[config.mk]
export PLATFORM = sky130hd
export DESIGN_NAME = reg_dest_queue_flat
export DESIGN_NICKNAME = d
export VERILOG_FILES = /design/src/rtl/reg_dest_queue_pkg.sv /design/src/rtl/reg_dest_queue_if.sv /design/src/rtl/reg_dest_queue_select.sv /design/src/rtl/reg_dest_queue.sv /design/src/flat_wrapper.sv
export SDC_FILE = /design/constraint.sdc
export NUM_CORES = 1
export LEC_CHECK = 0
export CAP_MARGIN = 10
export CORE_MARGIN = 2
export CORE_UTILIZATION = 25
export CTS_CLUSTER_SIZE = 24
export DETAILED_ROUTE_END_ITERATION = 16
export GPL_TIMING_DRIVEN = 1
export PLACE_DENSITY = 0.45
export SYNTH_ARGS = -nofsm -noshare
export SYNTH_HDL_FRONTEND = slang
export SYNTH_SLANG_ARGS = --single-unit
[constraint.sdc]
create_clock -name clk -period 2.6 [get_ports clk]
set_input_delay 0.39 -clock clk [delete_from_list [all_inputs] [get_ports clk]]
set_output_delay 0.39 -clock clk [all_outputs]
set_load 0.02 [all_outputs]
[src/rtl/reg_dest_queue_pkg.sv]
// Shared select codes and fixed register indices for the destination
// selector and its pending-write queue.
package reg_dest_pkg;

    // Destination select codes driven by the control unit; 101-111 pick $zero
    typedef enum logic [2:0] {
        SEL_RT = 3'b000,
        SEL_RD = 3'b001,
        SEL_SP = 3'b010,
        SEL_FP = 3'b011,
        SEL_RA = 3'b100
    } regdest_sel_e;

    // Architectural register numbers with a fixed role
    localparam int REG_ZERO = 0;
    localparam int REG_SP   = 29;
    localparam int REG_FP   = 30;
    localparam int REG_RA   = 31;

endpackage

[src/rtl/reg_dest_queue_if.sv]
// Bundle of the selector, issue, writeback and hazard-query signals that run
// between the control unit and the register-destination queue.
interface reg_dest_queue_if #(
    parameter int REG_W = 5,
    parameter int DEPTH = 4
);
    localparam int CNT_W = $clog2(DEPTH) + 1;

    logic [2:0]       seletor_regdest;
    logic [REG_W-1:0] RT;
    logic [REG_W-1:0] RD;
    logic [REG_W-1:0] mux_RegDest_output;
    logic             issue_valid;
    logic             issue_ready;
    logic             wb_valid;
    logic             pending_valid;
    logic [REG_W-1:0] wb_dest;
    logic [REG_W-1:0] query_reg;
    logic             query_busy;
    logic [CNT_W-1:0] count;
    logic             overflow;
    logic             underflow;

    // Control-unit side: selects, issues, retires and queries
    modport master (
        output seletor_regdest, RT, RD, issue_valid, wb_valid, query_reg,
        input  mux_RegDest_output, issue_ready, pending_valid, wb_dest,
               query_busy, count, overflow, underflow
    );

    // Queue side
    modport slave (
        input  seletor_regdest, RT, RD, issue_valid, wb_valid, query_reg,
        output mux_RegDest_output, issue_ready, pending_valid, wb_dest,
               query_busy, count, overflow, underflow
    );

endinterface

[src/rtl/reg_dest_queue_select.sv]
// Combinational write-destination selector: RT, RD or one of the fixed
// registers ($sp, $fp, $ra); unused codes fall back to $zero.
module reg_dest_select
    import reg_dest_pkg::*;
#(
    parameter int REG_W = 5
) (
    input  logic [2:0]       sel,
    input  logic [REG_W-1:0] rt,
    input  logic [REG_W-1:0] rd,
    output logic [REG_W-1:0] dest
);

    // Pure mux; fixed indices are resized to the register index width
    always_comb begin
        dest = REG_W'(REG_ZERO);
        case (sel)
            SEL_RT:  dest = rt;
            SEL_RD:  dest = rd;
            SEL_SP:  dest = REG_W'(REG_SP);
            SEL_FP:  dest = REG_W'(REG_FP);
            SEL_RA:  dest = REG_W'(REG_RA);
            default: dest = REG_W'(REG_ZERO);
        endcase
    end

endmodule

[src/rtl/reg_dest_queue.sv]
// In-order pending-write queue of register destinations. Issued destinations
// are appended at the tail, long-latency writebacks retire the head, and the
// hazard query reports whether a register still has a write outstanding.
module reg_dest_queue
    import reg_dest_pkg::*;
#(
    parameter int REG_W = 5,
    parameter int DEPTH = 4
) (
    input  logic             clk,
    input  logic             reset,
    reg_dest_queue_if.slave  bus
);

    localparam int PTR_W = $clog2(DEPTH);
    localparam int CNT_W = PTR_W + 1;

    logic [REG_W-1:0] sel_dest;
    logic [REG_W-1:0] entries [DEPTH];
    logic [PTR_W-1:0] head;
    logic [PTR_W-1:0] tail;
    logic [CNT_W-1:0] cnt;
    logic             overflow_q;
    logic             underflow_q;
    logic             full;
    logic             empty;
    logic             do_push;
    logic             do_pop;
    logic [DEPTH-1:0] valid_vec;
    logic [DEPTH-1:0] match_vec;

    reg_dest_select #(
        .REG_W (REG_W)
    ) u_select (
        .sel  (bus.seletor_regdest),
        .rt   (bus.RT),
        .rd   (bus.RD),
        .dest (sel_dest)
    );

    assign full  = (cnt == CNT_W'(DEPTH));
    assign empty = (cnt == '0);

    // A pop frees the head slot in the same edge, so an issue alongside a
    // pop is taken even at full; $zero destinations are accepted but never stored
    assign do_pop  = bus.wb_valid && !empty;
    assign do_push = bus.issue_valid && (!full || do_pop) && (sel_dest != '0);

    // Entry storage and tail pointer: write the selected index on a push
    always_ff @(posedge clk or negedge reset) begin
        if (!reset) begin
            for (int i = 0; i < DEPTH; i++) begin
                entries[i] <= '0;
            end
            tail <= '0;
        end else if (do_push) begin
            entries[tail] <= sel_dest;
            tail          <= tail + PTR_W'(1);
        end
    end

    // Head pointer advances on each retired writeback
    always_ff @(posedge clk or negedge reset) begin
        if (!reset) begin
            head <= '0;
        end else if (do_pop) begin
            head <= head + PTR_W'(1);
        end
    end

    // Occupancy tracks push minus pop; full and empty are derived from it
    always_ff @(posedge clk or negedge reset) begin
        if (!reset) begin
            cnt <= '0;
        end else begin
            case ({do_push, do_pop})
                2'b10:   cnt <= cnt + CNT_W'(1);
                2'b01:   cnt <= cnt - CNT_W'(1);
                default: cnt <= cnt;
            endcase
        end
    end

    // Sticky error flags, cleared only by reset
    always_ff @(posedge clk or negedge reset) begin
        if (!reset) begin
            overflow_q  <= 1'b0;
            underflow_q <= 1'b0;
        end else begin
            if (bus.issue_valid && full && !bus.wb_valid) begin
                overflow_q <= 1'b1;
            end
            if (bus.wb_valid && empty) begin
                underflow_q <= 1'b1;
            end
        end
    end

    // An entry is live when its distance from the head is below the count
    for (genvar g = 0; g < DEPTH; g++) begin : g_entry
        logic [PTR_W-1:0] age;
        assign age          = PTR_W'(g) - head;
        assign valid_vec[g] = ({1'b0, age} < cnt);
        assign match_vec[g] = (entries[g] == bus.query_reg);
    end

    assign bus.mux_RegDest_output = sel_dest;
    assign bus.issue_ready        = !full;
    assign bus.pending_valid      = !empty;
    assign bus.wb_dest            = empty ? '0 : entries[head];
    assign bus.count              = cnt;
    assign bus.overflow           = overflow_q;
    assign bus.underflow          = underflow_q;
    assign bus.query_busy         = (bus.query_reg != '0) && |(valid_vec & match_vec);

endmodule
[src/flat_wrapper.sv]
// flat-port wrapper written by rule: the top's interface ports become plain ports
module reg_dest_queue_flat import reg_dest_pkg::*;
#(
    parameter int REG_W = 5,
    parameter int DEPTH = 4
)
  (clk, reset, bus_seletor_regdest, bus_RT, bus_RD, bus_issue_valid, bus_wb_valid, bus_query_reg, bus_mux_RegDest_output, bus_issue_ready, bus_pending_valid, bus_wb_dest, bus_query_busy, bus_count, bus_overflow, bus_underflow);
  reg_dest_queue_if #(.REG_W(REG_W), .DEPTH(DEPTH)) bus_i ();
  input  logic clk;
  input  logic reset;
  input wire logic [$bits(bus_i.seletor_regdest)-1:0] bus_seletor_regdest;
  input wire logic [$bits(bus_i.RT)-1:0] bus_RT;
  input wire logic [$bits(bus_i.RD)-1:0] bus_RD;
  input wire logic [$bits(bus_i.issue_valid)-1:0] bus_issue_valid;
  input wire logic [$bits(bus_i.wb_valid)-1:0] bus_wb_valid;
  input wire logic [$bits(bus_i.query_reg)-1:0] bus_query_reg;
  output wire logic [$bits(bus_i.mux_RegDest_output)-1:0] bus_mux_RegDest_output;
  output wire logic [$bits(bus_i.issue_ready)-1:0] bus_issue_ready;
  output wire logic [$bits(bus_i.pending_valid)-1:0] bus_pending_valid;
  output wire logic [$bits(bus_i.wb_dest)-1:0] bus_wb_dest;
  output wire logic [$bits(bus_i.query_busy)-1:0] bus_query_busy;
  output wire logic [$bits(bus_i.count)-1:0] bus_count;
  output wire logic [$bits(bus_i.overflow)-1:0] bus_overflow;
  output wire logic [$bits(bus_i.underflow)-1:0] bus_underflow;
  assign bus_i.seletor_regdest = bus_seletor_regdest;
  assign bus_i.RT = bus_RT;
  assign bus_i.RD = bus_RD;
  assign bus_i.issue_valid = bus_issue_valid;
  assign bus_i.wb_valid = bus_wb_valid;
  assign bus_i.query_reg = bus_query_reg;
  assign bus_mux_RegDest_output = bus_i.mux_RegDest_output;
  assign bus_issue_ready = bus_i.issue_ready;
  assign bus_pending_valid = bus_i.pending_valid;
  assign bus_wb_dest = bus_i.wb_dest;
  assign bus_query_busy = bus_i.query_busy;
  assign bus_count = bus_i.count;
  assign bus_overflow = bus_i.overflow;
  assign bus_underflow = bus_i.underflow;
  reg_dest_queue #(.REG_W(REG_W), .DEPTH(DEPTH)) u_core (.clk(clk), .reset(reset), .bus(bus_i));
endmodule
# Yosys cells after proc, flatten, opt, wreduce, memory -nomap -nowiden
# Index checks and enable logic that the tools add are counted.
[totals] register_bits=29 in_bits=22 out_inout_bits=18 word_cells=65
[op_classes] addsub=8 order_cmp=7 eq_ne=11 n_mux=9 bitwise_logic=3 n_reduce_logical=18
[op_table] op="case mux 5 bit (5 select lines)" count=1
[op_table] op="bitwise mux 20 bit" count=1
[op_table] op="equality test 5 bit" count=4
[op_table] op="2-to-1 mux 5 bit" count=4
[op_table] op="less-than comparator 2 x 3 -> 1 bit" count=4
[op_table] op="binary-select mux 5 bit (select 2 bit)" count=1
[op_table] op="demux 5 bit (select 2 bit)" count=1
[op_table] op="nonzero test 5 bit" count=2
[op_table] op="logical AND 1 bit" count=8
[op_table] op="equality test 3 x 2 -> 1 bit, second input constant" count=2
[op_table] op="equality test 3 bit, second input constant" count=2
[op_table] op="greater-or-equal comparator 3 bit, second input constant" count=2
[op_table] op="logical NOT 3 bit" count=2
[op_table] op="inverter 2 -> 3 bit" count=2
[op_table] op="case mux 3 bit (2 select lines)" count=1
[op_table] op="adder 2 x 1 -> 2 bit, second input constant" count=2
[op_table] op="AND 4 bit" count=1
[op_table] op="OR reduction 4 bit" count=1
[op_table] op="subtractor 1 x 2 -> 2 bit, first input constant" count=2
[op_table] op="subtractor 2 bit, first input constant" count=2
[op_table] op="adder 3 x 1 -> 3 bit, second input constant" count=1
[op_table] op="equality test 3 x 1 -> 1 bit, second input constant" count=1
[op_table] op="logical NOT 1 bit" count=3
[op_table] op="less-than comparator 3 x 1 -> 1 bit, second input constant" count=1
[op_table] op="other kinds (5)" count=5

# Longest topological paths before layout
[depth] depth_word=8 mapped_depth=12 depth_no_buf=11

# By module
# A second synthesis with hierarchy kept.
[hier_totals] hier_cells=171 area_unflattened_um2=2014.4
[by_module_without_submodules] module="reg_dest_queue" n_inst=1 cells_each=154 area_per_inst_um2=1876.8 seq_area_each_um2=725.7
[by_module_without_submodules] module="reg_dest_select" n_inst=1 cells_each=17 area_per_inst_um2=137.6 seq_area_each_um2=0.0

# Least setup slack after synthesis
# Ideal clock, no wire load.
[synth_timing] path_kind="input to register" from="in bus_seletor_regdest[2]" to="reg u_core.cnt[2] (netlist: u_core.bus.count[2])" setup_ns=0.079 arrival_ns=2.662 t_required_ns=2.521 path_slack_ns=-0.141 cell_stages=12 path_buffers=1 cell_sequence="buf_6 nor2_1 o22ai_4 nor4_4 a21boi_2 inv_1 ha_1 inv_1 fa_1 xor2_1 nor2_1 xor2_1"
[synth_via] elab_chain_cells=6 word_cells_on_any_way=12 cone_classes="eq/ne (6); mux (2); reduce/logical (4)"
[synth_rtl] element="start: declaration" line="flat_wrapper.sv:11" rtl="input wire logic [$bits(bus_i.seletor_regdest)-1:0] bus_seletor_regdest;"
[synth_rtl] element="equality test 3 bit (tied with other cells)" line="reg_dest_queue_select.sv:17" rtl="case (sel)"
[synth_rtl] element="case mux 5 bit (5 select lines) *" line="reg_dest_queue_select.sv:17"
[synth_rtl] element="net bus_mux_RegDest_output[3]" line="flat_wrapper.sv:17" rtl="output wire logic [$bits(bus_i.mux_RegDest_output)-1:0] bus_mux_RegDest_output;"
[synth_rtl] element="nonzero test 5 bit *" line="reg_dest_queue.sv:47" rtl="assign do_push = bus.issue_valid && (!full || do_pop) && (sel_dest != '0);"
[synth_rtl] element="logical AND 1 bit *" line="reg_dest_queue.sv:47"
[synth_rtl] element="equality test 2 x 1 -> 1 bit / equality test 2 bit (equally long branches)" line="reg_dest_queue.sv:76" rtl="case ({do_push, do_pop})"
[synth_rtl] element="case mux 3 bit (2 select lines) / nonzero test 2 bit (equally long branches)"
[synth_rtl] element="end signal: assignment" line="reg_dest_queue.sv:77" rtl="2'b10: cnt <= cnt + CNT_W'(1);"
[synth_rtl] element="end signal: assignment" line="reg_dest_queue.sv:78" rtl="2'b01: cnt <= cnt - CNT_W'(1);"
[synth_rtl] element="end signal: assignment" line="reg_dest_queue.sv:79" rtl="default: cnt <= cnt;"
[synth_rtl] element="end: declaration" line="reg_dest_queue.sv:22" rtl="logic [CNT_W-1:0] cnt;"
# Mark *: on every way through the listed nets, which the timed path passes. The rest lies on a longest branch.
# A chain may end at the register's enable or synchronous reset.

# Final worst setup path
[layout_timing] from="reg u_core.head[0]" to="out bus_wb_dest[3]"
[layout_via] elab_chain_cells=5
[layout_rtl] element="start: declaration" line="reg_dest_queue.sv:20" rtl="logic [PTR_W-1:0] head;"
[layout_rtl] element="start signal: assignment" line="reg_dest_queue.sv:67" rtl="head <= head + PTR_W'(1);"
[layout_rtl] element="inverter 2 -> 3 bit (implied by the code)" line="reg_dest_queue.sv:110" rtl="assign bus.wb_dest = empty ? '0 : entries[head];"
[layout_rtl] element="binary-select mux 5 bit (select 2 bit)" line="reg_dest_queue.sv:110"
[layout_rtl] element="2-to-1 mux 5 bit (implied by the code) (2 in series)" line="reg_dest_queue.sv:110"
[layout_rtl] element="2-to-1 mux 5 bit" line="reg_dest_queue.sv:110"
[layout_rtl] element="end: declaration" line="flat_wrapper.sv:20" rtl="output wire logic [$bits(bus_i.wb_dest)-1:0] bus_wb_dest;"
# Every way passes these cells. The select of a mux whose other input is x is not followed.

==> flow_summary.toml <==
[run_status]
status = "finished clean"

[job]
drv_cap = 0

[cts]
numCtsBuffers = 5
clockBufferDepth = 2
worstSkewPairLatency_ns = 0.28
cts-root-buf = "clkbuf_8"
cts_tree = "done"
h-tree-depth = 2
path_clk_slew_ns = 0.06
cts.sinks = 29

[finish]
antenna_cells = 0
n_fill_cell = 781
syn_to_final_growth_pct = 40.50
multi_input_area_um2 = 1237
register_area_um2 = 725.7
layout.cells.most_common = "clkdlybuf4s50_1"
layout_common_cells = "30 x clkdlybuf4s50_1, 29 x dfrtp_1, 24 x buf_4"
drive_above_1_share = 0.2585
final_area_um2 = 2804
nets = 267

[placement]
dpl.hpwl_um = 3955
gp_congestion = 0.8058
io_buffers = 39
placed_area_um2 = 2695
pre_cts_ws_ns = -0.2628

[timing]
worst_slew_pin_slew_ns = 0.3957
fin_skew_ns = 0.003335
hold_viol_final = 0
min_period_ns = 2.482
layout_worst_path_cycle_share = 0.9547
setup_viol = 0
slew_viol_final = 0
slew-limit-headroom = 0.7349
fin_ws_ns = 0.1177
max_clock_freq_ghz = 0.4029
rsz0062_at_grt = "false"

[synth]
synth_top_area_frac = 0.3636
synth_edf_count = 0
ys.flop_type = "dfrtp_1"
ys_seq_area_frac = 0.3636
syn_nets = 206
yosys.area_share.adder = 0.06646
syn_area_um2 = 1996
synth_top_area_cell = "dfrtp_1"
ys_async_sr_fraction = 1.000
yosysUniqueCellTypes = 37
netlist_instances = 174
synth-simple-area-share = 0.09404
ys_ff_latch = 29
ys_warn_count = 0
synth-xor-area-share = 0.1185
synth_top_family_by_area = "multiplexers"
synthTopCellsByArea = "dfrtp_1 36%, mux2_1 11%, xor2_1 6.1%"
synthMuxAreaShare = 0.1768
avgSynthCellArea_um2 = 11.47
synth_compound_area_frac = 0.1373

[pwr]
p_per_area_nw_per_um2 = 1075
ir_worst_vdd_mv = 0.2410
leakage_nw = 1.200

[worst_hold_path]
min_path_type = "reg -> reg"
hold-path-cell-count = 1

[drt]
ant_nets = 0
viasPerCell = 4.393
drc = 0
firstDrtPassIters = 4
wl_per_cell_um = 14.70
vias = 1485
drtIter0Drc = 30
routed_wl_um = 4970

[global_routing]
grt_pass1_wl_um = 8162
grt_remaining_overflow = 0
gr-usage-all-layers = 0.1247
grt_max_degree = 30
grt_antenna_before_repair = 0
grt_pass1_vias = 1566

[worst_setup_path]
r2r_cells = 10
critPathKind = "reg -> out"
critPathMaxFanout = 10
start_kind = "flip-flop"
cp-end-kind = "output port"
cp.required_ns = 2.21
cp.arrival_ns = 2.09

[floorplanning]
fp.dieH_um = 93.35
die_w_um = 93.35
coreArea_um2 = 7727
initial_utilization = 0.2583
io_pins = 40
die-area_um2 = 8713
rows = 32
-- final timing paths --
kind                                 startpoint              endpoint  slack, ns
setup / recovery                 u_core.head[0]        bus_wb_dest[3]       0.12
hold / removal             u_core.bus.underflow  u_core.bus.underflow       0.46
setup reg to reg            u_core.bus.count[0]   u_core.bus.count[2]       0.33
hold reg to reg            u_core.bus.underflow  u_core.bus.underflow       0.46
max in group asynchronous                 reset  u_core.bus.underflow       1.80
min in group asynchronous                 reset    u_core.entries[15]       0.50
-- worst max-delay path: stages, from the launching register on --
cell and delay [ns]:
dfrtp_1 0.36, buf_4 0.21, mux4_2 0.53, and2_1 0.18, clkdlybuf4s50_1 0.53
-- cell type report --
class / instances / area share
Clock buffer: 7 / 0.03436
Clock inverter: 1 / 0.001785
Inverter: 12 / 0.01606
Multi-Input combinational cell: 124 / 0.4413
Sequential cell: 29 / 0.2588
Tap cell: 102 / 0.04552
Timing Repair Buffer: 63 / 0.2021
-- cells in the mapped netlist, types with 2 or more instances --
cell / instances
dfrtp_1: 29
mux2_1: 20
xor2_1: 14
xnor2_1: 13
inv_1: 12
ha_1: 9
nor2_1: 9
clkbuf_1: 8
nand2_1: 8
a21oi_1: 7
and2_1: 5
mux4_2: 5
a21oi_4: 4
o2111ai_1: 4
nor3_1: 3
o22ai_4: 2
o31ai_1: 2
-- kinds of logic after synthesis --
group,Yosys count
AO/OA/AOI/OAI,28
XOR/XNOR,27
adder cells (fa/ha/maj),10
buffers and inverters,21
flip-flops,29
multiplexers,26
AND/OR/NAND/NOR,33
-- sequential cells by signal (all words and copies together), names as in the netlist --
register              cells
u_core.entries           20
u_core.bus.count          3
u_core.head               2
u_core.tail               2
u_core.bus.overflow       1
u_core.bus.underflow      1
-- metrics by stage --
step,util,total power (W),hold WS [ns],TNS [ns],cells
after floorplan,-,0.001963,0.09441,-0.04910,174
after global placement,0.3488,0.002630,0.4428,-1.204,330
after detailed placement,0.3488,0.002644,0.4479,-1.669,330
after CTS,0.3609,0.003067,0.4650,0,338
after global routing,0.3629,0.003256,0.5024,0,338
final,0.3629,0.003014,0.4595,0,338
-- metal layers --
metal / up-vias / track usage / routed length [µm]
met5: - / 0 / 0
met4: 0 / 0.04412 / 80
met3: 6 / 0.02659 / 173
met2: 35 / 0.1960 / 2255
met1: 714 / 0.1693 / 2461
li1: 730 / - / -
-- power breakdown --
group	internal, W	switching (W)
Clock	0.000239	0.000186
Sequential	0.000671	0.000227
Combinational	0.000895	0.000796
-- what timing repair did --
item | 4_1_cts | 5_1_grt
gates resized for setup | 6 | 8
hold buffers | 0 | 0
buffers inserted | 0 | 0
setup endpoints to repair | 6 | 8
pin swaps | 0 | 2
No activity file was read; power rests on OpenSTA's default activity.
